### src/rtl/reg_file_2r1w_if.sv
// Operand-fetch / writeback bus of the 2-read 1-write register file.
// master = core side (decode + writeback), slave = register file.
interface reg_file_2r1w_if #(
    parameter int XLEN = 64,
    parameter int AW   = 5
);
    logic            rd_en;
    logic [AW-1:0]   rs1_addr;
    logic [AW-1:0]   rs2_addr;
    logic [XLEN-1:0] rs1_data;
    logic [XLEN-1:0] rs2_data;
    logic            rd_valid;
    logic            wr_en;
    logic [AW-1:0]   wr_addr;
    logic [XLEN-1:0] wr_data;
    logic            busy;

    modport master (
        output rd_en, rs1_addr, rs2_addr, wr_en, wr_addr, wr_data,
        input  rs1_data, rs2_data, rd_valid, busy
    );

    modport slave (
        input  rd_en, rs1_addr, rs2_addr, wr_en, wr_addr, wr_data,
        output rs1_data, rs2_data, rd_valid, busy
    );
endinterface

### src/rtl/reg_file_2r1w.sv
// Two registered read ports, one write port, optional hardwired-zero r0,
// write-to-read bypass and a sequential clear of the array after reset.
module reg_file_2r1w #(
    parameter int XLEN     = 64,
    parameter int NREG     = 32,
    parameter int AW       = 5,
    parameter int ZERO_REG = 1
) (
    input  logic            clk,
    input  logic            rst,
    reg_file_2r1w_if.slave  bus
);

    localparam bit HAS_ZERO = (ZERO_REG != 0);

    typedef enum logic {
        ST_CLEAR = 1'b0,
        ST_RUN   = 1'b1
    } state_t;

    state_t          state_reg;
    state_t          state_next;
    logic [AW-1:0]   clr_ptr_reg;
    logic [AW-1:0]   clr_ptr_next;

    logic            mem_we;
    logic [AW-1:0]   mem_waddr;
    logic [XLEN-1:0] mem_wdata;
    logic [XLEN-1:0] regs_mem [NREG];

    logic            wr_accept;
    logic            rd_accept;
    logic            rd_valid_reg;

    // A write to r0 is dropped entirely, so it can neither land nor bypass.
    assign wr_accept = bus.wr_en && !(HAS_ZERO && (bus.wr_addr == '0));
    assign rd_accept = (state_reg == ST_RUN) && bus.rd_en;

    always_ff @(posedge clk) begin
        if (rst) begin
            state_reg   <= ST_CLEAR;
            clr_ptr_reg <= '0;
        end else begin
            state_reg   <= state_next;
            clr_ptr_reg <= clr_ptr_next;
        end
    end

    // The single array write port is shared between the clear sweep and the core.
    always_comb begin
        state_next   = state_reg;
        clr_ptr_next = clr_ptr_reg;
        mem_we       = 1'b0;
        mem_waddr    = bus.wr_addr;
        mem_wdata    = bus.wr_data;
        case (state_reg)
            ST_CLEAR: begin
                mem_we       = 1'b1;
                mem_waddr    = clr_ptr_reg;
                mem_wdata    = '0;
                clr_ptr_next = clr_ptr_reg + AW'(1);
                if (clr_ptr_reg == AW'(NREG - 1)) begin
                    state_next = ST_RUN;
                end
            end
            ST_RUN: begin
                mem_we = wr_accept;
            end
            default: begin
                state_next   = ST_CLEAR;
                clr_ptr_next = '0;
            end
        endcase
        if (rst) begin
            mem_we = 1'b0;
        end
    end

    always_ff @(posedge clk) begin
        if (mem_we) begin
            regs_mem[mem_waddr] <= mem_wdata;
        end
    end

    genvar gi;
    generate
        for (gi = 0; gi < 2; gi++) begin : g_port
            logic [AW-1:0]   addr;
            logic [XLEN-1:0] value_next;
            logic [XLEN-1:0] data_reg;

            assign addr = (gi == 0) ? bus.rs1_addr : bus.rs2_addr;

            always_comb begin
                value_next = regs_mem[addr];
                if (HAS_ZERO && (addr == '0)) begin
                    value_next = '0;
                end else if (wr_accept && (bus.wr_addr == addr)) begin
                    value_next = bus.wr_data;
                end
            end

            always_ff @(posedge clk) begin
                if (rst) begin
                    data_reg <= '0;
                end else if (rd_accept) begin
                    data_reg <= value_next;
                end
            end
        end
    endgenerate

    always_ff @(posedge clk) begin
        if (rst) begin
            rd_valid_reg <= 1'b0;
        end else begin
            rd_valid_reg <= rd_accept;
        end
    end

    assign bus.rs1_data = g_port[0].data_reg;
    assign bus.rs2_data = g_port[1].data_reg;
    assign bus.rd_valid = rd_valid_reg;
    assign bus.busy     = (state_reg == ST_CLEAR);

endmodule

### src/flat_wrapper.sv
// flat-port wrapper written by rule: the top's interface ports become plain ports
module reg_file_2r1w_flat 
#(
    parameter int XLEN     = 64,
    parameter int NREG     = 32,
    parameter int AW       = 5,
    parameter int ZERO_REG = 1
)
  (clk, rst, bus_rd_en, bus_rs1_addr, bus_rs2_addr, bus_wr_en, bus_wr_addr, bus_wr_data, bus_rs1_data, bus_rs2_data, bus_rd_valid, bus_busy);
  reg_file_2r1w_if #(.XLEN(XLEN), .AW(AW)) bus_i ();
  input  logic clk;
  input  logic rst;
  input wire logic [$bits(bus_i.rd_en)-1:0] bus_rd_en;
  input wire logic [$bits(bus_i.rs1_addr)-1:0] bus_rs1_addr;
  input wire logic [$bits(bus_i.rs2_addr)-1:0] bus_rs2_addr;
  input wire logic [$bits(bus_i.wr_en)-1:0] bus_wr_en;
  input wire logic [$bits(bus_i.wr_addr)-1:0] bus_wr_addr;
  input wire logic [$bits(bus_i.wr_data)-1:0] bus_wr_data;
  output wire logic [$bits(bus_i.rs1_data)-1:0] bus_rs1_data;
  output wire logic [$bits(bus_i.rs2_data)-1:0] bus_rs2_data;
  output wire logic [$bits(bus_i.rd_valid)-1:0] bus_rd_valid;
  output wire logic [$bits(bus_i.busy)-1:0] bus_busy;
  assign bus_i.rd_en = bus_rd_en;
  assign bus_i.rs1_addr = bus_rs1_addr;
  assign bus_i.rs2_addr = bus_rs2_addr;
  assign bus_i.wr_en = bus_wr_en;
  assign bus_i.wr_addr = bus_wr_addr;
  assign bus_i.wr_data = bus_wr_data;
  assign bus_rs1_data = bus_i.rs1_data;
  assign bus_rs2_data = bus_i.rs2_data;
  assign bus_rd_valid = bus_i.rd_valid;
  assign bus_busy = bus_i.busy;
  reg_file_2r1w #(.XLEN(XLEN), .NREG(NREG), .AW(AW), .ZERO_REG(ZERO_REG)) u_core (.clk(clk), .rst(rst), .bus(bus_i));
endmodule
### config.mk
export PLATFORM = sky130hd
export DESIGN_NAME = reg_file_2r1w_flat
export DESIGN_NICKNAME = d
export VERILOG_FILES = /design/src/rtl/reg_file_2r1w_if.sv /design/src/rtl/reg_file_2r1w.sv /design/src/flat_wrapper.sv
export SDC_FILE = /design/constraint.sdc
export NUM_CORES = 2
export LEC_CHECK = 0
export CORE_ASPECT_RATIO = 1.25
export CORE_MARGIN = 10
export CORE_UTILIZATION = 55
export CTS_BUF_LIST = sky130_fd_sc_hd__clkbuf_16
export DETAILED_ROUTE_END_ITERATION = 16
export GPL_TIMING_DRIVEN = 0
export PLACE_DENSITY = 0.72
export REMOVE_ABC_BUFFERS = 1
export SYNTH_ARGS = -nofsm -noshare
export SYNTH_HDL_FRONTEND = slang
export SYNTH_SLANG_ARGS = --single-unit
### constraint.sdc
create_clock -name clk -period 10.3 [get_ports clk]
set_input_delay 2.575 -clock clk [delete_from_list [all_inputs] [get_ports clk]]
set_output_delay 2.575 -clock clk [all_outputs]
set_load 0.005 [all_outputs]
## Word level (Yosys, flattened, before mapping)

Memories as Yosys holds them, arrays and structs flattened.
Index checks and enable logic that the tools add are counted.

| cells by class | value |
|---|---|
| add/subtract/negate cells | 1 |
| multiply operators | 0 |
| div/mod/pow operators | 0 |
| magnitude comparators | 0 |
| eq/ne operators | 3 |
| shift-type cells | 0 |
| muxes and demuxes | 12 |
| bitwise operators | 1 |
| reductions and logical operators | 8 |

Operators with widths:

| operator | count |
|---|---|
| two-way mux 64 bit | 5 |
| logical NOT 5 bit | 3 |
| == test 5 bit | 2 |
| adder 5 x 1 -> 5 bit (second input constant) | 1 |
| == test 5 bit (second input constant) | 1 |
| two-way mux 1 bit | 5 |
| two-way mux 5 bit | 1 |
| logical AND 1 bit | 4 |
| case mux 1 bit (2 select lines) | 1 |
| logical NOT 1 bit | 1 |
| NOT 1 bit | 1 |

| storage, ports and cells | value |
|---|---|
| bits in registers | 135 |
| bits in latches | 0 |
| bits in writable memories | 2048 |
| bits in read-only memories | 0 |
| input port bits | 83 |
| output and inout port bits | 130 |
| memories | 1 |

Memory list:

| memory | depth | width | read ports | clocked after memory_dff | write ports | RTL line | text |
|---|---|---|---|---|---|---|---|
| u_core.regs_mem | 32 | 64 | 2 | 0 | 1 | reg_file_2r1w.sv:29 | `logic [XLEN-1:0] regs_mem [NREG];` |

## Depth between registers and ports, before layout

| depth | value |
|---|---|
| depth in word-level cells | 7 |
| gate-level depth with buffers | 10 |

## Least setup slack after synthesis

Ideal clock, no wire load.

| timing | value |
|---|---|
| path type | input to register |
| start point | input port bus_wr_addr[2] |
| end point | memory u_core.regs_mem[0][0], enable pin |
| setup time | 0.486 ns |
| arrival time | 6.112 ns |
| data required time | 9.814 ns |
| setup slack | 3.702 ns |
| stages | 5 |
| buffers on the path | 1 |
| cells stage by stage | clkbuf_1 > o21ai_4 > o31ai_1 > nand2_1 > nor2_1 |

| on the way | value |
|---|---|
| word-level cells in the longest chain between the ends | 7 |
| elaborated cells between the ends (all ways) | 8 |

Ends and longest elaborated chain:

| what | RTL line | text |
|---|---|---|
| start: declaration | flat_wrapper.sv:17 | `input wire logic [$bits(bus_i.wr_addr)-1:0] bus_wr_addr;` |
| logical NOT 5 bit | reg_file_2r1w.sv:36 | `assign wr_accept = bus.wr_en && !(HAS_ZERO && (bus.wr_addr == '0));` |
| logical NOT 1 bit | reg_file_2r1w.sv:36 |  |
| logical AND 1 bit | reg_file_2r1w.sv:36 |  |
| case mux 1 bit (2 select lines) | reg_file_2r1w.sv:56 | `case (state_reg)` |
| two-way mux 1 bit | reg_file_2r1w.sv:74 | `if (rst) begin` |
| two-way mux 1 bit | reg_file_2r1w.sv:80 | `if (mem_we) begin` |
| two-way mux 1 bit (implied by the code) | reg_file_2r1w.sv:81 | `regs_mem[mem_waddr] <= mem_wdata;` |
| end: declaration | reg_file_2r1w.sv:29 |  |

Several ways; a longest one is shown, not always the timed one.

## Final worst setup path

| timing | value |
|---|---|
| start point | input port bus_rs2_addr[2] |
| end point | register u_core.g_port[1].data_reg[24] (netlist: u_core.bus.rs2_data[24]) |

| on the way | value |
|---|---|
| word-level cells in the longest chain between the ends | 4 |
| elaborated cells between the ends (all ways) | 6 |

Ends and longest elaborated chain:

| what | RTL line | text |
|---|---|---|
| start: declaration | flat_wrapper.sv:15 | `input wire logic [$bits(bus_i.rs2_addr)-1:0] bus_rs2_addr;` |
| branches (longest 3 deep; another with memory (32 x 64 bit)) | -- |  |
| two-way mux 64 bit * | reg_file_2r1w.sv:96 | `if (HAS_ZERO && (addr == '0)) begin` |
| end signal: assignment | reg_file_2r1w.sv:107 | `data_reg <= value_next;` |
| end: declaration | reg_file_2r1w.sv:90 | `logic [XLEN-1:0] data_reg;` |

Every way passes the cells marked *.
A chain may end at the register's enable or synchronous reset.

==> metrics.md <==
| Metric | Value |
|---|---|
| Crit path max fanout | `97` |
| Port Buf Inserts | `212` |
| Register bank with the most flops | `u_core.regs_mem` |
| Synth warn | `0` |
| CP max stage cell | `nor4_4` |
| Routed wire per std cell | `38.2 um` |
| I/O pin cnt | `213` |
| Most frequent cells in the layout | `edfxtp_1, mux4_2, clkbuf_16` |
| Clk sinks | `2,183` |
| Commonest non-fill, non-tap cell in the layout | `edfxtp_1` |
| Worst hold path class | `reg2reg` |
| Drt first-iter violations | `8,300` |
| Pwr Density | `161 mW/mm2` |
| Drt pass-1 iters | `8` |
| Post_cts resized | `0` |
| GR Overflow Total | `0` |
| CTS Hold Bufs | `0` |
| Register area share after synthesis | `0.644` |
| Cells after synthesis | `4,853` |
| Pin count of the biggest net entering global routing | `98` |
| Setup_tns | `0 ps` |
| Total track usage | `0.292` |
| Total Wirelength | `292,000 um` |
| R2R Path Start | `u_core.state_reg` |
| End of the worst register-to-register path | `u_core.regs_mem[9][36]` |
| CP Cell Sequence | `buf_8 -> buf_16 -> buf_16 -> buf_16 -> xnor2_1 -> nand3_1 -> nor4_4 -> buf_8 -> buf_6 -> buf_8 -> buf_6 -> a22oi_1 -> o211ai_1` |
| Unrepaired setup endpoints after global routing | `no` |
| Die Y-Extent | `496 um` |
| Vias per cell | `7.44` |
| Detailed Place HPWL | `180,000 um` |
| Max Freq | `169 MHz` |
| Fillers | `11,800` |
| Crit share post-route | `0.576` |
| Initial antenna violation count | `7` |
| Post-CTS Setup Bufs | `0` |
| Row Count | `174` |
| Crit path kind | `in2reg` |
| EDFF count, synth | `2,048` |
| Max FFs per register | `2,048` |
| Core ar. | `0.180 mm2` |
| WP data required | `11,050 ps` |
| Post-Syn Area | `0.0998 mm2` |
| Buf+Inv Stages, Crit Path | `8` |
| Worst path depth | `13` |
| Clock Latency Late Sink | `860 ps` |
| H-tree Lvls | `4` |
| # Max-Cap Violations | `0` |
| Critical Path AT | `6680 ps` |
| Skew final | `30.0 ps` |
| Min Tclk post-route | `5930 ps` |
| Gpl congestion | `0.740` |
| Die X-Extent | `401 um` |
| Clock tree buffer depth | `3` |
| Placed inst area | `0.108 mm2` |
| Crit path from | `bus_rs2_addr[2]` |
| Type of origin of the critical path | `primary input` |
| Post-synth cell types | `55` |
| Fin nets | `5,160` |
| Lkg Pwr | `35.3 nW` |
| Final non-filler cell area | `0.115 mm2` |
| Syn-to-layout area delta | `14.9%` |
| Measured slew at the worst slew-check pin | `1150 ps` |
| Via count | `56,800` |
| FF-to-FF setup slack | `6080 ps` |
| Crit-path max cell delay | `890 ps` |
| Synth Flop Type | `edfxtp_1` |
| Worst setup path endpoint | `u_core.bus.rs2_data[24]` |
| Hold Violations, Final | `0` |
| Final antenna-violating net count | `0` |
| Share of layout cells above drive strength 1 | `0.338` |
| Post-route DRC | `0` |
| CTS Buf Count | `208` |
| Rel. slew slack | `0.232` |
| Critical Path Sink Type | `register` |
| Post-synthesis register bit count | `2,183` |
| Starting Density | `0.554` |
| Syn Area/Cell | `20.6 um2` |
| VDD IR max | `135 uV` |
| Vias in the first global route | `58,600` |
| Register clock-pin slew on the reported worst setup and hold paths | `60 ps` |
| Die ar. | `0.199 mm2` |
| R2R cell count | `7` |
| Delay-heaviest family, CP | `buffers and inverters` |
| Async set-or-reset flop fraction in the synthesized netlist | `0` |
| First-pass GRT wire length | `418,000 um` |
| Endpoints failing setup | `0` |
| CTS root buf | `clkbuf_16` |
| Outcome | `finished clean` |
| Final Slew Violations | `0` |
| CTS tree | `yes` |
layer usage:
metal	track usage	share of wire	vias up
met5	0	0.00021	-
met4	0.0995	0.036	10
met3	0.0752	0.12	685
met2	0.464	0.48	4068
met1	0.398	0.36	30300
li1	-	-	21700
tightest hold or removal path: cells and delay by family (launching register included):
kind	cells	cell delay (ps)
AO/OA/AOI/OAI	2	110
flip-flops	1	330
cell type report:
type                       instances  area [um2]  share of cell area
tap                             2376        2970              0.0259
inverter                           5        18.8            0.000164
sequential                      2183       64200               0.560
timing repair buffer             427        6780              0.0591
clock buffer                     212        5310              0.0463
multi-input combinational       2250       34000               0.296
antenna                            2        5.00           0.0000436
clock inverter                   183        1420              0.0124
metrics by stage:
stage | power [mW] | worst slack, ps | hold WS (ps) | std cells | utilization
2_1_floorplan | 10.5 | 2500 | 460 | 4438 | -
3_3_place_gp | 12.7 | -38540 | 450 | 7026 | 0.572
3_5_place_dp | 11.1 | 3570 | 456 | 7241 | 0.599
4_1_cts | 18.6 | 4470 | 472 | 7636 | 0.637
5_1_grt | 19.0 | 4270 | 499 | 7637 | 0.637
6_report | 18.5 | 4370 | 470 | 7638 | 0.637
kinds of logic after synthesis:
logic type	count (synthesis)	synth area share
AOI/OAI and AO/OA	408	0.0283
xor gates and xnor gates	12	0.00105
adders and majority gates	2	0.000251
buffers and inverters	420	0.0192
DFF	2183	0.644
muxes	1344	0.280
and+or+nand+nor	484	0.0279
how the worst min path moves through the flow:
stage	endpoint	cells past startpoint	slack [ps]	start
2_1_floorplan	u_core.bus.rs1_data[59]	2	460	u_core.bus.rs1_data[59]
3_3_place_gp	u_core.bus.rs1_data[46]	2	450	u_core.bus.rs1_data[46]
3_5_place_dp	u_core.bus.rs1_data[55]	2	460	u_core.bus.rs1_data[55]
4_1_cts	u_core.bus.rs1_data[50]	2	470	u_core.bus.rs1_data[50]
5_1_grt	u_core.bus.rs1_data[59]	2	500	u_core.bus.rs1_data[59]
6_report	u_core.bus.rs1_data[58]	2	470	u_core.bus.rs1_data[58]
synthesized netlist by cell type (62+ instances only):
master,count,area share
edfxtp_1,2048,0.62
mux4_2,1148,0.26
clkbuf_1,187,0.0070
buf_2,167,0.0084
dfxtp_1,135,0.027
mux2i_1,131,0.013
a22oi_1,125,0.0094
o21ai_0,125,0.0063
nand2_1,84,0.0032
nand3_1,70,0.0035
and2_1,65,0.0041
mux2_2,65,0.0073
nand2b_1,64,0.0040
a32oi_1,62,0.0054
o211ai_1,62,0.0047
power breakdown:
| group | total, mW | switching, mW | internal [mW] |
|---|---|---|---|
| clock network | 7.60 | 3.37 | 4.23 |
| logic | 1.25 | 0.633 | 0.613 |
| registers | 9.64 | 0.0238 | 9.61 |
| total | 18.5 | 4.02 | 14.5 |
No activity file was read; power rests on OpenSTA's default activity.
